===== config.mk =====
export PLATFORM = sky130hd
export DESIGN_NAME = memoria_lector_flat
export DESIGN_NICKNAME = d
export VERILOG_FILES = /design/src/rtl/memoria_lector_pkg.sv /design/src/rtl/memoria_lector_if.sv /design/src/rtl/memoria_lector_mux16_n.sv /design/src/rtl/memoria_lector.sv /design/src/flat_wrapper.sv
export SDC_FILE = /design/constraint.sdc
export NUM_CORES = 1
export LEC_CHECK = 0
export ABC_AREA = 1
export CAP_MARGIN = 40
export CORE_ASPECT_RATIO = 0.9
export CORE_MARGIN = 2
export CORE_UTILIZATION = 36
export DETAILED_ROUTE_END_ITERATION = 7
export GPL_TIMING_DRIVEN = 0
export PLACE_DENSITY_LB_ADDON = 0.05
export SLEW_MARGIN = 20
export SYNTH_ARGS = -nofsm -noshare
export SYNTH_HDL_FRONTEND = slang
export SYNTH_SLANG_ARGS = --single-unit

===== constraint.sdc =====
create_clock -name clk -period 1.55 [get_ports clk]
set_input_delay 0.2325 -clock clk [delete_from_list [all_inputs] [get_ports clk]]
set_output_delay 0.2325 -clock clk [all_outputs]
set_load 0.1 [all_outputs]

===== src/rtl/memoria_lector_pkg.sv =====
// rtl/memoria_lector_pkg.sv - shared encodings, sizes and count saturation for the bank reader
package memoria_lector_pkg;

  localparam int NREG  = 16;
  localparam int IDX_W = 4;
  localparam int CNT_W = 5;

  typedef enum logic [1:0] {
    ST_IDLE = 2'd0,
    ST_SEND = 2'd1,
    ST_FIN  = 2'd2
  } state_e;

  // Requests longer than the bank are clamped so no register is read twice per scan
  function automatic logic [CNT_W-1:0] sat_count(input logic [CNT_W-1:0] c);
    return (c > CNT_W'(NREG)) ? CNT_W'(NREG) : c;
  endfunction

endpackage


===== src/rtl/memoria_lector_if.sv =====
// rtl/memoria_lector_if.sv - (index, data) output stream with valid/ready handshake
interface memoria_lector_if #(
  parameter int N = 16
);
  logic         out_valid;
  logic         out_ready;
  logic [3:0]   out_idx;
  logic [N-1:0] out_data;

  modport master (output out_valid, output out_idx, output out_data, input  out_ready);
  modport slave  (input  out_valid, input  out_idx, input  out_data, output out_ready);
endinterface


===== src/rtl/memoria_lector_mux16_n.sv =====
// rtl/memoria_lector_mux16_n.sv - combinational 16:1 word selector for the load path
module mux16_n
  import memoria_lector_pkg::*;
#(
  parameter int N = 16
) (
  input  logic [N-1:0]     d_i [NREG],
  input  logic [IDX_W-1:0] sel_i,
  output logic [N-1:0]     y_o
);

  assign y_o = d_i[sel_i];

endmodule


===== src/rtl/memoria_lector.sv =====
// rtl/memoria_lector.sv - scans a wrap-around range of the register bank onto an output stream
module memoria_lector
  import memoria_lector_pkg::*;
#(
  parameter int N = 16
) (
  input  logic             clk,
  input  logic             rst,
  input  logic [N-1:0]     r1,
  input  logic [N-1:0]     r2,
  input  logic [N-1:0]     r3,
  input  logic [N-1:0]     r4,
  input  logic [N-1:0]     r5,
  input  logic [N-1:0]     r6,
  input  logic [N-1:0]     r7,
  input  logic [N-1:0]     r8,
  input  logic [N-1:0]     r9,
  input  logic [N-1:0]     r10,
  input  logic [N-1:0]     r11,
  input  logic [N-1:0]     r12,
  input  logic [N-1:0]     r13,
  input  logic [N-1:0]     r14,
  input  logic [N-1:0]     r15,
  input  logic [N-1:0]     r16,
  input  logic             start,
  input  logic [IDX_W-1:0] first_idx,
  input  logic [CNT_W-1:0] count,
  input  logic             abort,
  memoria_lector_if.master ob,
  output logic             busy,
  output logic             done
);

  state_e             state_q;
  logic [IDX_W-1:0]   idx_q;
  logic [CNT_W-1:0]   rem_q;
  logic               valid_q;
  logic [IDX_W-1:0]   oidx_q;
  logic [N-1:0]       odata_q;
  logic               busy_q;
  logic               done_q;

  logic [N-1:0]       bank [NREG];
  logic [IDX_W-1:0]   sel_d;
  logic [N-1:0]       word_d;

  assign bank = '{r1, r2, r3, r4, r5, r6, r7, r8, r9, r10, r11, r12, r13, r14, r15, r16};

  // One mux serves both the initial load and every subsequent advance
  assign sel_d = (state_q == ST_IDLE) ? first_idx : idx_q + 4'd1;

  mux16_n #(.N(N)) u_mux (
    .d_i   (bank),
    .sel_i (sel_d),
    .y_o   (word_d)
  );

  always_ff @(posedge clk) begin
    if (rst) begin
      state_q <= ST_IDLE;
      idx_q   <= '0;
      rem_q   <= '0;
      valid_q <= 1'b0;
      oidx_q  <= '0;
      odata_q <= '0;
      busy_q  <= 1'b0;
      done_q  <= 1'b0;
    end else begin
      case (state_q)
        ST_IDLE: begin
          done_q <= 1'b0;
          if (start) begin
            busy_q <= 1'b1;
            if (count != '0) begin
              idx_q   <= first_idx;
              rem_q   <= sat_count(count);
              oidx_q  <= first_idx;
              odata_q <= word_d;
              valid_q <= 1'b1;
              state_q <= ST_SEND;
            end else begin
              done_q  <= 1'b1;
              state_q <= ST_FIN;
            end
          end
        end
        ST_SEND: begin
          // Abort beats a coincident handshake: that word is treated as not taken
          if (abort) begin
            valid_q <= 1'b0;
            busy_q  <= 1'b0;
            state_q <= ST_IDLE;
          end else if (valid_q && ob.out_ready) begin
            if (rem_q == 5'd1) begin
              valid_q <= 1'b0;
              done_q  <= 1'b1;
              state_q <= ST_FIN;
            end else begin
              idx_q   <= sel_d;
              rem_q   <= rem_q - 5'd1;
              oidx_q  <= sel_d;
              odata_q <= word_d;
            end
          end
        end
        ST_FIN: begin
          done_q  <= 1'b0;
          busy_q  <= 1'b0;
          state_q <= ST_IDLE;
        end
        default: begin
          valid_q <= 1'b0;
          done_q  <= 1'b0;
          busy_q  <= 1'b0;
          state_q <= ST_IDLE;
        end
      endcase
    end
  end

  assign ob.out_valid = valid_q;
  assign ob.out_idx   = oidx_q;
  assign ob.out_data  = odata_q;
  assign busy         = busy_q;
  assign done         = done_q;

endmodule


===== src/flat_wrapper.sv =====
// flat-port wrapper written by rule: the top's interface ports become plain ports
module memoria_lector_flat import memoria_lector_pkg::*;
#(
  parameter int N = 16
)
  (clk, rst, r1, r2, r3, r4, r5, r6, r7, r8, r9, r10, r11, r12, r13, r14, r15, r16, start, first_idx, count, abort, busy, done, ob_out_valid, ob_out_idx, ob_out_data, ob_out_ready);
  memoria_lector_if #(.N(N)) ob_i ();
  input  logic clk;
  input  logic rst;
  input  logic [N-1:0] r1;
  input  logic [N-1:0] r2;
  input  logic [N-1:0] r3;
  input  logic [N-1:0] r4;
  input  logic [N-1:0] r5;
  input  logic [N-1:0] r6;
  input  logic [N-1:0] r7;
  input  logic [N-1:0] r8;
  input  logic [N-1:0] r9;
  input  logic [N-1:0] r10;
  input  logic [N-1:0] r11;
  input  logic [N-1:0] r12;
  input  logic [N-1:0] r13;
  input  logic [N-1:0] r14;
  input  logic [N-1:0] r15;
  input  logic [N-1:0] r16;
  input  logic start;
  input  logic [IDX_W-1:0] first_idx;
  input  logic [CNT_W-1:0] count;
  input  logic abort;
  output logic busy;
  output logic done;
  output wire logic [$bits(ob_i.out_valid)-1:0] ob_out_valid;
  output wire logic [$bits(ob_i.out_idx)-1:0] ob_out_idx;
  output wire logic [$bits(ob_i.out_data)-1:0] ob_out_data;
  input wire logic [$bits(ob_i.out_ready)-1:0] ob_out_ready;
  assign ob_out_valid = ob_i.out_valid;
  assign ob_out_idx = ob_i.out_idx;
  assign ob_out_data = ob_i.out_data;
  assign ob_i.out_ready = ob_out_ready;
  memoria_lector #(.N(N)) u_core (.clk(clk), .rst(rst), .r1(r1), .r2(r2), .r3(r3), .r4(r4), .r5(r5), .r6(r6), .r7(r7), .r8(r8), .r9(r9), .r10(r10), .r11(r11), .r12(r12), .r13(r13), .r14(r14), .r15(r15), .r16(r16), .start(start), .first_idx(first_idx), .count(count), .abort(abort), .ob(ob_i), .busy(busy), .done(done));
endmodule

Word level (Yosys, flattened, before mapping)

Index checks and enable logic that the tools add are counted.

Register bits: 30
Bits in latches: 0
Memory bits (writable): 0
ROM bits: 0
Bits of input ports: 270
Output and inout port bits: 23
Logic and storage cells: 78
Memories: 0

Add/sub/neg operators: 2
Multiply operators: 0
Divide/modulo/power cells: 0
Order comparisons: 2
Equal/unequal tests: 12
Shift-type cells: 0
Multiplexer cells: 44
Bitwise logic cells: 2
Reduce and logical (&&, ||, !) cells: 9

Operators by type and width:

| kind                                                      | number |
|---|---|
| 2-to-1 mux 16 bit                                         | 7 |
| binary-select mux 16 bit (select 4 bit)                   | 1 |
| case mux 16 bit (2 select lines)                          | 1 |
| 2-to-1 mux 5 bit                                          | 6 |
| 2-to-1 mux 4 bit                                          | 6 |
| 2-to-1 mux 1 bit                                          | 12 |
| 2-to-1 mux 2 bit                                          | 5 |
| inequality test 2 bit (second input constant)             | 5 |
| case mux 5 bit (2 select lines)                           | 1 |
| case mux 4 bit (2 select lines)                           | 1 |
| inequality test 3 x 2 -> 1 bit (second input constant)    | 2 |
| AND reduction 3 bit                                       | 2 |
| AND reduction 6 bit                                       | 1 |
| == test 5 x 1 -> 1 bit (second input constant)            | 1 |
| greater-or-equal comparator 5 bit (second input constant) | 1 |
| greater-than comparator 5 bit (second input constant)     | 1 |
| NOT 4 -> 5 bit                                            | 1 |
| AND reduction 5 bit                                       | 1 |
| nonzero test 5 bit                                        | 1 |
| subtractor 5 x 1 -> 5 bit (second input constant)         | 1 |
| adder 4 x 1 -> 4 bit (second input constant)              | 1 |
| inequality test 2 x 1 -> 1 bit (second input constant)    | 2 |
| case mux 1 bit (2 select lines)                           | 2 |
| case mux 2 bit (2 select lines)                           | 1 |
| other kinds (8)                                           | 8 |

Longest topological paths before layout

Gate-level depths: netlist (run 1).

Depth after elaboration: 10
Mapped depth: 13
Mapped depth without buffers: 11

By module

A second synthesis (run 1) with hierarchy kept.

Cells, all modules: 983
Area, all modules: 4,848.4 um2

Modules (own cells, without submodules):

| module         | times used | cells an instance | area each (um2) | seq. area each (um2) |
|---|---|---|---|---|
| mux16_n        | 1          | 775               | 3,266.9         | 0.0 |
| memoria_lector | 1          | 208               | 1,581.5         | 600.6 |

Worst setup path before layout (run 1)

No wires, ideal clock.

Path type: reg-to-reg
Start: register, netlist name u_core.ob.out_idx[0]
End: register u_core.odata_q[0], in the netlist u_core.ob.out_data[0]
Setup time: 109 ps
Arrival: 2,276 ps
Required time: 1,441 ps
Slack: -835 ps
Stages on the path, launching flop included: 11
Buffers on the path: 1
Period minus slack after synthesis: 2,385 ps
Path through: dfxtp_1 > ha_1 > xnor2_1 > nand2_1 > o21ai_1 > clkbuf_1 > nand3_1 > nand3_1 > nand3_1 > nand2_1 > inv_1

RTL lines:

| item                 | line                  | text |
|---|---|---|
| end signal, assigned | memoria_lector.sv:78  | `odata_q <= word_d;` |
| end signal, assigned | memoria_lector.sv:102 | `odata_q <= word_d;` |
| end, declared        | memoria_lector.sv:39  | `logic [N-1:0] odata_q;` |

Worst setup path in the final report (run 1)

Start: register u_core.state_q[0]
End: register u_core.odata_q[6], in the netlist u_core.ob.out_data[6]

Cells in the longest elaborated chain, start to end: 10
Elaborated cells between the ends (all ways): 20
Classes of those cells: eq/ne (6); mux (10); bitwise (1); reduce/logical (3)

RTL lines:

| item                                                 | line                                       | text |
|---|---|---|
| start, declared                                      | memoria_lector.sv:34                       | `state_e state_q;` |
| start signal, assigned                               | memoria_lector.sv:60                       | `state_q <= ST_IDLE;` |
| start signal, assigned                               | memoria_lector.sv:80                       | `state_q <= ST_SEND;` |
| start signal, assigned                               | memoria_lector.sv:83                       | `state_q <= ST_FIN;` |
| zero test 2 bit                                      | memoria_lector.sv:50, memoria_lector.sv:69 |  |
| 2-to-1 mux 4 bit                                     | memoria_lector.sv:50                       | `assign sel_d = (state_q == ST_IDLE) ? first_idx : idx_q + 4'd1;` |
| NOT 4 -> 5 bit (not written as such)                 | memoria_lector_mux16_n.sv:12               | `assign y_o = d_i[sel_i];` |
| binary-select mux 16 bit (select 4 bit)              | memoria_lector_mux16_n.sv:12               |  |
| 2-to-1 mux 16 bit (not written as such) (2 in a row) | memoria_lector_mux16_n.sv:12               |  |
| 2-to-1 mux 16 bit                                    | memoria_lector.sv:94                       | `if (rem_q == 5'd1) begin` |
| 2-to-1 mux 16 bit                                    | memoria_lector.sv:93                       | `end else if (valid_q && ob.out_ready) begin` |
| 2-to-1 mux 16 bit                                    | memoria_lector.sv:89                       | `if (abort) begin` |
| case mux 16 bit (2 select lines)                     | memoria_lector.sv:69                       | `case (state_q)` |

Parallel ways exist; a longest one is shown, timed or not. The select of a mux whose other input is x is not followed.
A chain may end at the register's enable or synchronous reset.

==> metrics.log, run 1 <==
INFO  metric run_status = finished with violations
INFO  metric violations = setup timing
INFO  metric postLayoutSetupSlackWorst = -0.247 ns
INFO  metric finalCritPeriodShare = 1.16
INFO  metric power_density = roughly 1000 nW/um^2
INFO  metric cts-hold-fix-buffers = 0
INFO  metric max_rail_drop_vdd = 1.17 mV
INFO  metric total_global_route_track_usage = 0.311
INFO  metric worst-path-max-fanout = 10
INFO  metric cts_buffers = 5
INFO  metric route.vias.total = 8025
INFO  metric grt_max_degree = 11
INFO  metric detailedRoute.firstIterationViolations = about 640
INFO  metric swShare = 0.490
INFO  metric clock_transition_at_the_registers_of_the_reported_paths = ~0.05 ns
INFO  metric required = around 1.7 ns
INFO  metric finalHoldViolCount = 0
INFO  metric grt_setup_unrepaired = true
INFO  metric route.final.wire_length = approximately 27000 microns
INFO  metric crit_path_start_kind = register
INFO  metric min_period = 1.80 ns
INFO  metric globalplace.congestion = 0.925
INFO  metric htreeDepth = 2
INFO  metric die_width = approximately 130 microns
INFO  metric net_switching_power_figure = approximately 5300 uW
INFO  metric filler_cell_count = around 1100
INFO  metric synth-main-ff-cell = sky130_fd_sc_hd__dfxtp_1
INFO  metric grt_pass1_wl = approximately 37000 microns
INFO  metric critical_path_arrival = around 2.0 ns
INFO  metric drt.antenna.violating_nets = 0
INFO  metric portBuffers = 292
INFO  metric ctsLongestPathBuffers = 2
INFO  metric place_area = around 9000 sq um
INFO  metric final_layout_size_suffix_gt1_frac = 0.227
INFO  metric synth.distinct_cells = 31
INFO  metric floorplan.rows = 41
INFO  metric post-route-drc-count = 0
INFO  metric finalClockSkew = approximately 0.0054 ns
INFO  metric initial_core_util = 0.366
INFO  metric max-slew-margin-rel = 0.636
INFO  metric ys_ff_latch = 30
INFO  metric tritoncts_num_sinks = 30
INFO  metric synthDominantAreaCellType = sky130_fd_sc_hd__nand3_1
INFO  metric layout.cell_area.non_filler = between 10000 and 15000 sq um
INFO  metric initial_antenna_violation_count = 0
INFO  metric design.die.area = between 15000 and 20000 sq um
INFO  metric top_cells_by_instance_count_after_synthesis = sky130_fd_sc_hd__nand3_1 (326), sky130_fd_sc_hd__inv_1 (286), sky130_fd_sc_hd__nand2_1 (218)
INFO  metric tightestPinTransition = 0.546 ns
INFO  metric synth.top_cells.by_area = sky130_fd_sc_hd__nand3_1 (32%), sky130_fd_sc_hd__inv_1 (21%), sky130_fd_sc_hd__nand2_1 (16%)
INFO  metric drt_first_pass_iters = 5
INFO  metric totalNegativeSetupSlack = -4.38 ns
INFO  metric synth_enable_flop_cells = 0
INFO  metric synth_seq_area_share = 0.118
INFO  metric number_of_failing_setup_endpoints_in_the_final_timing_report = 24
INFO  metric place_hpwl = 19000 microns
INFO  metric core-area = about 14000 sq um
INFO  metric synth_async_sr_flop_share = 0
INFO  metric fp.dieH = ~120 microns
INFO  metric internal_power = roughly 5500 uW
INFO  metric hold_wc_path_type = reg -> reg
INFO  metric wl_per_cell = approximately 17 microns
INFO  metric final_nets = approximately 1700
INFO  metric combPwrFrac = 0.796
INFO  metric tritoncts_clock_tree = done
INFO  metric fmax = 557 MHz
INFO  metric yosysWarningCount = 0
INFO  metric insertedDiodeCount = 0
INFO  metric final_max_slew_viol_count = 0
INFO  metric maxCapViolCount = 0
INFO  metric areaGrowthSynthToFinish = 112%
INFO  metric synth_area_per_cell = a little under 5 sq um
INFO  metric number_of_top_level_design_ports = approximately 290
INFO  metric grt_overflow = 0
INFO  metric critPathKind = reg -> reg
INFO  metric netlist_instances = approximately 1000
INFO  metric mappedNetlistArea = 5090 sq um
INFO  metric yosysTopAreaCellShare = 0.321
INFO  metric leakage = ~0.0056 uW
INFO  metric viasPerCell = 5.08
INFO  metric clockRootBuffer = sky130_fd_sc_hd__clkbuf_16
INFO  metric most_repeated_cell_in_the_gate_level_netlist_after_synthesis = sky130_fd_sc_hd__nand3_1
INFO  metric clock_insertion_delay_worst_skew = roughly 0.27 ns
INFO  metric mappedNetlistNets = ~1300
INFO  metric power.sequential.fraction = 0.103
INFO  metric critical_path.endpoint_type = register
INFO  metric number_of_global_route_vias_before_repair = about 7200
INFO  metric pwr-share-clk = 0.101
-- cell type report --
class / instances / area (sq um) / share of cell area
flip-flops and latches: 30 / 624 / 0.0580
inverters: 288 / 1090 / 0.101
repair buffers: 350 / 3920 / 0.364
well taps: 193 / 241 / 0.0224
multi-input cells: 648 / 3980 / 0.369
clock buffers: 8 / 168 / 0.0156
plain buffers: 64 / 747 / 0.0694
-- kinds of logic after synthesis --
family,Yosys count,share of synthesized area
AND/OR/NAND/NOR,605,0.535
buffers and inverters,352,0.292
AO/OA/AOI/OAI,35,0.0423
flip-flops,30,0.118
XOR/XNOR,3,0.00517
adder cells (fa/ha/maj),3,0.00738
-- placed cells by master, fill, tap and decap left out, types with 3 or more instances in the layout --
master,count
sky130_fd_sc_hd__nand2_8,8
sky130_fd_sc_hd__nand3_4,5
sky130_fd_sc_hd__o21ai_4,4
sky130_fd_sc_hd__a21oi_1,7
sky130_fd_sc_hd__dlygate4sd2_1,18
sky130_fd_sc_hd__clkbuf_16,18
sky130_fd_sc_hd__inv_1,282
sky130_fd_sc_hd__inv_2,3
sky130_fd_sc_hd__clkbuf_4,5
sky130_fd_sc_hd__buf_2,5
sky130_fd_sc_hd__nand3_1,201
sky130_fd_sc_hd__clkbuf_8,6
sky130_fd_sc_hd__nand3_2,123
sky130_fd_sc_hd__nand2_1,202
sky130_fd_sc_hd__nand2_2,12
sky130_fd_sc_hd__clkdlybuf4s50_1,270
sky130_fd_sc_hd__o21ai_0,9
sky130_fd_sc_hd__buf_8,19
sky130_fd_sc_hd__dfxtp_4,6
sky130_fd_sc_hd__buf_12,22
sky130_fd_sc_hd__buf_6,19
sky130_fd_sc_hd__buf_16,7
sky130_fd_sc_hd__dfxtp_1,23
sky130_fd_sc_hd__o21ai_1,3
sky130_fd_sc_hd__buf_4,27
sky130_fd_sc_hd__o21ai_2,4
sky130_fd_sc_hd__nand2_4,3
sky130_fd_sc_hd__nor2_1,46
-- through the flow --
step	utilization	std cells	worst slack [ns]	total power, uW	hold slack, ns
finish	0.775	1581	-0.247	10800	0.519
global route	0.775	1581	-0.279	11200	0.508
CTS	0.703	1562	-0.142	9480	0.488
detailed placement	0.636	1536	-0.746	7530	0.467
global placement	0.605	1513	-0.741	6910	0.472
floorplan	-	1028	-0.108	4990	0.380
-- path summary, 6_finish.rpt --
check	startpoint	to	slack, ns	cells past startpoint
worst max register to register	u_core.state_q[0]$_SDFFE_PP0P_	u_core.ob.out_data[6]$_SDFFE_PP0P_	-0.25	11
worst min-delay path	u_core.ob.out_valid$_SDFFE_PP0P_	u_core.ob.out_valid$_SDFFE_PP0P_	0.52	2
worst min register to register	u_core.ob.out_valid$_SDFFE_PP0P_	u_core.ob.out_valid$_SDFFE_PP0P_	0.52	2
worst max-delay path	u_core.state_q[0]$_SDFFE_PP0P_	u_core.ob.out_data[6]$_SDFFE_PP0P_	-0.25	11
-- power by group through the flow --
stage	clock network, uW	registers, uW	logic [uW]
2_1_floorplan	0	2040	2950
3_3_place_gp	0	1090	5830
3_5_place_dp	0	1090	6440
4_1_cts	1080	1090	7310
5_1_grt	1120	1120	9010
6_report	1090	1110	8570
-- flip-flops by register name (all words and copies together), names as in the netlist --
signal               cells
u_core.done              1
u_core.ob.out_idx        4
u_core.ob.out_valid      1
u_core.state_q           2
u_core.ob.out_data      16
u_core.busy              1
u_core.rem_q             5
-- routing by layer --
layer | routed length [microns] | GRT usage | vias up
li1 | - | - | 3851
met1 | 10700 | 0.397 | 3677
met2 | 13000 | 0.531 | 415
met3 | 2570 | 0.0482 | 82
met4 | 1130 | 0.121 | 0
met5 | 0 | 0 | -
-- critical path: stages (launching register included) --
cell                      delay, ns
sky130_fd_sc_hd__dfxtp_2       0.37
sky130_fd_sc_hd__inv_2         0.09
sky130_fd_sc_hd__nand2_8       0.14
sky130_fd_sc_hd__nor2_2        0.08
sky130_fd_sc_hd__nor2_1        0.22
sky130_fd_sc_hd__nand3_4       0.17
sky130_fd_sc_hd__inv_6         0.13
sky130_fd_sc_hd__buf_8         0.13
sky130_fd_sc_hd__buf_12        0.14
sky130_fd_sc_hd__nand3_2       0.09
sky130_fd_sc_hd__nand2_1       0.07
sky130_fd_sc_hd__inv_1         0.05
-- repair_timing --
item	in CTS	in global routing
hold endpoints to repair	0	0
pin swaps	20	39
gates cloned	4	13
endpoints found under the setup margin	40	32
setup buffers	16	7
resized for setup	173	150
(Power assumes the default switching activity.)
==> inputs of run 2 (changes only) <==
Settings changed: CORE_ASPECT_RATIO 0.9 to 1.25.
==> run 2 against run 1 <==
Compared with the run above:
- the run still ends with setup timing left
- non-clock buffer count decreased by 10
- worst setup slack improved by 0.012 ns
- sequential share of layout area increased by 0.22 points
- sequential cell count unchanged
- cell count decreased by 1.7%
- critical path type unchanged
==> metrics.log, run 2 (synthesis results as in run 1) <==
INFO  metric critPathMaxStageDelay = approximately 0.36 ns
INFO  metric fp.dieH = 137 microns
INFO  metric cts-hold-fix-buffers = 0
INFO  metric place_hpwl = ~19000 microns
INFO  metric worst-path-max-fanout = 10
INFO  metric globalplace.congestion = 0.938
INFO  metric initial_core_util = 0.368
INFO  metric critical_path_cell_count = 12
INFO  metric cpMaxStageDelayCell = sky130_fd_sc_hd__dfxtp_4
INFO  metric whs_path_depth = 2
INFO  metric final_max_slew_viol_count = 0
INFO  metric grt_overflow = 0
INFO  metric portBuffers = ~290
INFO  metric largest_register_ffs = 16
INFO  metric detailedRoute.firstIterationViolations = 654
INFO  metric cells_on_worst_reg2reg_path = 12
INFO  metric tritoncts_num_sinks = 30
INFO  metric critical_path_arrival = between 1.5 and 2 ns
INFO  metric tightestPinTransition = about 0.6 ns
INFO  metric clockRootBuffer = sky130_fd_sc_hd__clkbuf_16
INFO  metric drt_first_pass_iters = 5
INFO  metric wl_per_cell = between 15 and 20 microns
INFO  metric min_period = 1.79 ns
INFO  metric areaGrowthSynthToFinish = 104%
INFO  metric holdWs = around 0.5 ns
INFO  metric fmax = 560 MHz
INFO  metric run_status = finished with violations
INFO  metric number_of_failing_setup_endpoints_in_the_final_timing_report = 23
INFO  metric initial_antenna_violation_count = 1
INFO  metric final_layout_size_suffix_gt1_frac = 0.199
INFO  metric cp_num_buf_inv = 4
INFO  metric grt_max_degree = 11
INFO  metric grt_pass1_wl = 38100 microns
INFO  metric design.die.area = between 15000 and 20000 sq um
INFO  metric die_width = roughly 110 microns
INFO  metric top_family_by_delay_on_critical_path = simple AND/OR/NAND/NOR gates
INFO  metric cts_buffers = 5
INFO  metric critical_path.endpoint_type = register
INFO  metric ctsLongestPathBuffers = 2
INFO  metric power_density = between 900 and 1000 nW/um^2
INFO  metric finalCritPeriodShare = 1.15
INFO  metric crit_path_cell_trace = ha_4, inv_4, nand2_2, o21ai_4, buf_12, buf_4, nand3_2, nand3_2, nand3_4, nand3_2, nand2_1, inv_1
INFO  metric crit_path_start_kind = register
INFO  metric finalClockSkew = 0.00633 ns
INFO  metric total_global_route_track_usage = 0.326
INFO  metric floorplan.rows = 48
INFO  metric grt_setup_unrepaired = true
INFO  metric postLayoutSetupSlackWorst = -0.235 ns
INFO  metric critical_path.most_common_cell = sky130_fd_sc_hd__nand3_2
INFO  metric clock_insertion_delay_worst_skew = 0.28 ns
INFO  metric number_of_top_level_design_ports = a little under 300
INFO  metric viasPerCell = 5.10
INFO  metric critPathKind = reg -> reg
INFO  metric layout.cells.most_common_list = sky130_fd_sc_hd__inv_1 (281), sky130_fd_sc_hd__clkdlybuf4s50_1 (269), sky130_fd_sc_hd__nand3_1 (227), sky130_fd_sc_hd__nand2_1 (211), sky130_fd_sc_hd__nand3_2 (85)
INFO  metric post-place-ws = -0.686 ns
INFO  metric violations = setup timing
INFO  metric totalNegativeSetupSlack = -3.14 ns
INFO  metric route.vias.total = 7927
INFO  metric number_of_global_route_vias_before_repair = roughly 7600
INFO  metric max_rail_drop_vdd = around 1.1 mV
INFO  metric route.final.wire_length = 25900 microns
INFO  metric required = around 1.7 ns
INFO  metric drt.antenna.violating_nets = 0
INFO  metric clock_transition_at_the_registers_of_the_reported_paths = approximately 0.05 ns
INFO  metric core-area = approximately 14000 sq um
INFO  metric final_nets = 1650
INFO  metric tritoncts_clock_tree = done
INFO  metric post-route-drc-count = 0
INFO  metric leakage = ~0.0054 uW
INFO  metric finalHoldViolCount = 0
INFO  metric maxCapViolCount = 0
INFO  metric max-slew-margin-rel = 0.603
INFO  metric htreeDepth = 2
INFO  metric hold_wc_path_type = reg -> reg
INFO  metric finish.utilization = 0.752
INFO  metric layout.cells.most_common = sky130_fd_sc_hd__inv_1
==> run 2: cell count changes in the layout (fill, tap and decap cells not counted), sizes merged <==
cell,delta
dlygate4sd2,-2
clkdlybuf4s50,-1
diode,+1
clkinv,+2
dlygate4sd3,+1
clkbuf,-10
==> run 2: what timing repair did <==
action                                 in CTS  in global routing
setup endpoints to repair                  41                 31
buffers inserted                            9                 12
pin swaps                                  35                 21
gates cloned                                5                  6
gates resized for setup                   161                132
endpoints found under the hold margin       0                  0
==> run 2: final timing paths <==
path,start,end,slack [ns]
max reg2reg,u_core.ob.out_idx[0]$_SDFFE_PP0P_,u_core.ob.out_data[2]$_SDFFE_PP0P_,-0.24
min reg2reg,u_core.ob.out_valid$_SDFFE_PP0P_,u_core.ob.out_valid$_SDFFE_PP0P_,0.49
min,u_core.ob.out_valid$_SDFFE_PP0P_,u_core.ob.out_valid$_SDFFE_PP0P_,0.49
max,u_core.ob.out_idx[0]$_SDFFE_PP0P_,u_core.ob.out_data[2]$_SDFFE_PP0P_,-0.24
==> run 2: routing by layer <==
metal,vias to the layer above,track usage,routed length [microns]
li1,3843,-,-
met3,91,0.0690,2470
met5,-,0,0
met1,3576,0.374,9520
met2,417,0.555,12300
met4,0,0.180,1630
==> run 2: stage by stage <==
step                cell area (sq um)  power (uW)  instances
finish                          10400       10200       1554
global route                    10400       10800       1554
CTS                              9700        9310       1535
detailed placement               8810        7490       1518
global placement                 8390        6890       1495
floorplan                        5250        4990       1028
==> run 2: cell type report <==
class,instances,area [sq um]
Buffer,64,677
Timing Repair Buffer,340,3750
Inverter,288,1090
Fill cell,1151,3420
Sequential cell,30,626
Tap cell,175,219
Clock inverter,2,8.76
Antenna cell,1,2.50
Clock buffer,6,129
Multi-Input combinational cell,648,3890
==> run 2: where the power goes <==
part	internal, uW	switching [uW]	total [uW]
Combinational	3580	4630	8210
Clock	586	345	931
Sequential	955	151	1110
==> run 2: worst reg2reg max path: stages, from the launching register on <==
cell and delay [ns]:
sky130_fd_sc_hd__dfxtp_4 0.36, sky130_fd_sc_hd__ha_4 0.28, sky130_fd_sc_hd__inv_4 0.04, sky130_fd_sc_hd__nand2_2 0.08, sky130_fd_sc_hd__o21ai_4 0.07, sky130_fd_sc_hd__buf_12 0.14, sky130_fd_sc_hd__buf_4 0.18, sky130_fd_sc_hd__nand3_2 0.10
sky130_fd_sc_hd__nand3_2 0.11, sky130_fd_sc_hd__nand3_4 0.11, sky130_fd_sc_hd__nand3_2 0.06, sky130_fd_sc_hd__nand2_1 0.08, sky130_fd_sc_hd__inv_1 0.05
